<file path="src/rtl/sr_tx_scheduler.sv">
// Round-robin scheduler sharing one 8-bit serial shift register between NUM_REQ byte producers.
// Define SR_TX_SCHEDULER_LATCH_EN to add a LATCH state that pulses o_latch after each shifted byte.
module sr_tx_scheduler #(
  parameter int NUM_REQ = 4,
  parameter int ID_W    = 2
) (
  input  logic                 i_clk,
  input  logic                 i_rst,
  input  logic [NUM_REQ-1:0]   i_req,
  input  logic [8*NUM_REQ-1:0] i_data,
  output logic [NUM_REQ-1:0]   o_ack,
  output logic [ID_W-1:0]      o_grant_id,
  output logic                 o_load,
  output logic [7:0]           o_data,
  input  logic                 i_sr_busy,
  output logic                 o_latch,
  output logic                 o_busy,
  output logic [2:0]           o_state
);

  // Handshake: a requester holds i_req high with stable data until its one-cycle o_ack
  // pulse; the byte is handed to the serializer with o_load, and the next grant only
  // happens after i_sr_busy has fallen.
`ifdef SR_TX_SCHEDULER_LATCH_EN
  typedef enum logic [2:0] {
    IDLE   = 3'd0,
    LOAD   = 3'd1,
    SETTLE = 3'd2,
    WAIT   = 3'd3,
    LATCH  = 3'd4
  } state_t;
`else
  typedef enum logic [2:0] {
    IDLE   = 3'd0,
    LOAD   = 3'd1,
    SETTLE = 3'd2,
    WAIT   = 3'd3
  } state_t;
`endif

  state_t          state;
  logic [ID_W-1:0] ptr;
  logic            win_found;
  logic [ID_W-1:0] win_id;
  logic [ID_W-1:0] cand;
  logic [7:0]      win_data;

  assign o_state = state;

  // Search starts just after the last winner and wraps, so nobody starves.
  always_comb begin
    win_found = 1'b0;
    win_id    = '0;
    cand      = '0;
    win_data  = 8'h00;
    for (int i = 0; i < NUM_REQ; i++) begin
      cand = ID_W'((int'(ptr) + 1 + i) % NUM_REQ);
      if (!win_found && i_req[cand]) begin
        win_found = 1'b1;
        win_id    = cand;
      end
    end
    for (int n = 0; n < NUM_REQ; n++) begin
      if (win_id == ID_W'(n)) win_data = i_data[8*n +: 8];
    end
  end

  always_ff @(posedge i_clk) begin
    if (i_rst) begin
      state      <= IDLE;
      ptr        <= ID_W'(NUM_REQ - 1);
      o_ack      <= '0;
      o_load     <= 1'b0;
      o_latch    <= 1'b0;
      o_busy     <= 1'b0;
      o_data     <= 8'h00;
      o_grant_id <= '0;
    end else begin
      o_ack   <= '0;
      o_load  <= 1'b0;
      o_latch <= 1'b0;
      case (state)
        IDLE: begin
          if (win_found) begin
            o_data     <= win_data;
            o_grant_id <= win_id;
            ptr        <= win_id;
            o_ack      <= NUM_REQ'(1) << win_id;
            o_load     <= 1'b1;
            o_busy     <= 1'b1;
            state      <= LOAD;
          end
        end
        LOAD:   state <= SETTLE;
        // Guard cycle: the serializer may raise busy one cycle after the load strobe.
        SETTLE: state <= WAIT;
        WAIT: begin
          if (!i_sr_busy) begin
`ifdef SR_TX_SCHEDULER_LATCH_EN
            o_latch <= 1'b1;
            state   <= LATCH;
`else
            o_busy  <= 1'b0;
            state   <= IDLE;
`endif
          end
        end
`ifdef SR_TX_SCHEDULER_LATCH_EN
        LATCH: begin
          o_busy <= 1'b0;
          state  <= IDLE;
        end
`endif
        default: begin
          o_busy <= 1'b0;
          state  <= IDLE;
        end
      endcase
    end
  end

endmodule

</file>
<file path="config.mk">
export PLATFORM = sky130hd
export DESIGN_NAME = sr_tx_scheduler
export DESIGN_NICKNAME = d
export VERILOG_FILES = /design/src/rtl/sr_tx_scheduler.sv
export SDC_FILE = /design/constraint.sdc
export NUM_CORES = 1
export LEC_CHECK = 0
export BUFFER_PORTS_ARGS = -buffer_cell sky130_fd_sc_hd__buf_2
export CAP_MARGIN = 30
export CORE_AREA = 10 10 60 62
export CTS_BUF_LIST = sky130_fd_sc_hd__clkbuf_4 sky130_fd_sc_hd__clkbuf_8 sky130_fd_sc_hd__clkbuf_16
export CTS_CLUSTER_SIZE = 30
export DETAILED_ROUTE_END_ITERATION = 6
export DIE_AREA = 0 0 70 72
export PLACE_DENSITY = 0.75
export SYNTH_ARGS = -nofsm -noshare
export SYNTH_HDL_FRONTEND = slang
export SYNTH_SLANG_ARGS = --single-unit
</file>
<file path="constraint.sdc">
create_clock -name i_clk -period 1.8 [get_ports i_clk]
set_clock_uncertainty 0.2 [all_clocks]
set_input_delay 0.18 -clock i_clk [delete_from_list [all_inputs] [get_ports i_clk]]
set_output_delay 0.18 -clock i_clk [all_outputs]
set_load 0.02 [all_outputs]
</file>
==> flow_summary.toml <==
[sta]
period_needed_ns = 1.76
timing.fmax_ghz = 0.569
rsz0062_at_grt = "yes"
setup_viol = 0
maxSlewViolCount = 0
fin_setup_tns_ns = 0
hold_viol_final = 1
whs_ns = -0.0119
post-route-period-util_pct = 97.6

[critical_path]
r2r-start = "ptr[0]"
cp.required_ns = 1.81
endpoint_kind = "flop"
critPathArrivalTime_ns = 1.76
critPathMaxFanout = 7
critical_path_class = "reg -> reg"
worstSetupStartpointType = "flop"
critPathLaunch = "ptr[0]"

[cts]
clock_latency_ns = 0.32
cts_tree = "yes"
clock-root-buffer = "clkbuf_4"
clockBufferDepth = 2
clk_pin_slew_ns = 0.13
cts.sinks = 20
numCtsBuffers = 3
h-tree-depth = 1

[logic_synthesis]
synth-adder-area-share_pct = 3.81
yosysTopAreaCellShare_pct = 40.6
synth_compound_area_share_pct = 16.9
yosys.area_share.simple_pct = 15.0
syn_inst = 103
synthTopCellsByArea = "dfxtp_1, mux2i_1, o221ai_1"
yosysTopAreaCell = "dfxtp_1"
synth-xor-area-share_pct = 0
avgSynthCellArea_um2 = 9.57
syn_area_um2 = 986
synth_top_family_by_area = "compound AO/OA/AOI/OAI gates"
ys_seq_elements = 20
synth.area.mux_share_pct = 16.2
yosys_warnings = 0
synth_seq_area_share_pct = 40.6
synth_cell_type_count = 27

[placement]
hpwl_um = 2410
dp.cells = 191
post_dp_cell_area_mm2 = 0.00135
gp_congestion = 0.867
port_buffers = 56

[die]
die_area_mm2 = 0.00504
initial_core_util_pct = 40.5
die_x_um = 70
fp-row-count = 18
core_mm2 = 0.00243
io_pins = 59
die_h_um = 72

[global_routing]
grt_pass1_vias = 1269
overflow = 0
grt_pass1_wl_um = 6530
global_route.usage.total_pct = 15.5
antenna_found_initial = 0
grt_start_max_net_pins = 16

[drt]
drt_iter0_drc = 59
ant_nets = 0
wire_per_inst_um = 18.5
routed-via-count = 1190
viasPerCell = 5.31
drt_pass1_iterations = 4
drc_errors = 0
totalWireLength_um = 4150

[final_layout]
area_delta_synth_final_pct = 79.8
fin_nets = 237
seq_area_um2 = 402
mostFrequentLayoutCells = "buf_2, dlygate4sd3_1, dfxtp_1"
final_cells = 224
nFillCells = 158
n_antenna_cell = 0
drive_gt1_share_pct = 45.4
final_cell_area_mm2 = 0.00177
final_common_cell = "buf_2"
multiInputGateArea_um2 = 611

[power]
pwr-share-comb_pct = 57.8
seqPwrFrac_pct = 28.0
fin_total_pwr_w = 0.00265
p_clk_share_pct = 14.2
sw_frac_of_total_pct = 40.8
power.density_mw_per_mm2 = 1500
p_switching_w = 0.00108
p_int_w = 0.00157
leakage_nw = 0.868
ir_worst_vdd_v = 0.00108

[outcome]
status = "finished, violations left"
failed_checks = "hold timing"

[flow_run]
drv_cap = 0

[min_path]
hp-class = "in -> reg"
min_from = "i_data[24]"
[logic make-up (layout without fill, tap and decap cells)]
family | count (synthesis) | after routing
flops | 20 | 20
mux | 16 | 16
buf+inv | 13 | 102
compound gates | 19 | 19
fa+ha+maj | 3 | 3
other cells | 1 | 2
simple gates | 31 | 32
[state kept, by name, summed over array words and instances (netlist names)]
register,count
ptr,2
o_grant_id,2
o_busy,1
o_state,2
o_ack,4
o_load,1
o_data,8
[cell type report]
cell class	instances	share of cell area, %
clock inverters	1	1.69
flip-flops and latches	20	22.7
repair buffers	91	36.3
inverters	7	1.48
clock buffers	3	1.27
multi-input cells	72	34.4
well taps	30	2.12
[worst max-delay path, cell delays in order, from the launching register on]
cell	delay, ns
dfxtp_2	0.36
nand2b_4	0.15
o211a_1	0.14
o32ai_4	0.20
clkbuf_16	0.23
mux2i_1	0.21
o221ai_1	0.15
[power groups by stage]
stage	registers, W	logic (W)	clock network (W)
4_1_cts	0.000729	0.00133	0.000375
3_5_place_dp	0.000737	0.00127	0
2_1_floorplan	0.000939	0.000627	0
5_1_grt	0.000764	0.00166	0.000395
3_3_place_gp	0.000725	0.00124	0
6_report	0.000743	0.00153	0.000377
[worst paths after layout]
path                             endpoint  slack (ns)  cells after the start
worst max register to register  o_data[5]        0.04                      6
worst min-delay path            o_data[0]       -0.01                      3
worst max-delay path            o_data[5]        0.04                      6
worst min register to register  o_data[6]        0.28                      2
[layer usage]
| metal | track usage [%] | up-vias | wire length (um) |
|---|---|---|---|
| met4 | 7.02 | 0 | 88 |
| met3 | 6.94 | 12 | 436 |
| met5 | 0 | - | 0 |
| met1 | 16.4 | 554 | 1670 |
| li1 | - | 557 | - |
| met2 | 26.3 | 67 | 1950 |
[metrics by stage]
step	utilization [%]	setup slack, ns
after floorplan	-	0.0407
after global placement	55.4	0.0529
after detailed placement	55.4	0.00121
after CTS	68.9	0.0452
after global routing	72.9	-0.0456
final	72.9	0.0424
[cell usage after synthesis (all sizes together)]
library cell	instances
nor3	5
a22o	1
mux2i	16
conb	1
buf	6
and2	1
a21oi	3
a221oi	1
inv	7
dfxtp	20
a22oi	2
o211a	1
or4	1
ha	3
nor4	1
nand2	11
nand2b	1
nor2	9
o221ai	10
or3b	1
o32ai	1
nor3b	1
[timing repair]
item,CTS,global route
endpoints found under the hold margin,11,0
cloned,0,2
buffers inserted,0,0
gates resized for setup,1,15
hold buffers,27,0
pin swaps,0,4
endpoints found under the setup margin,5,8
No activity file was read; power rests on OpenSTA's default activity.
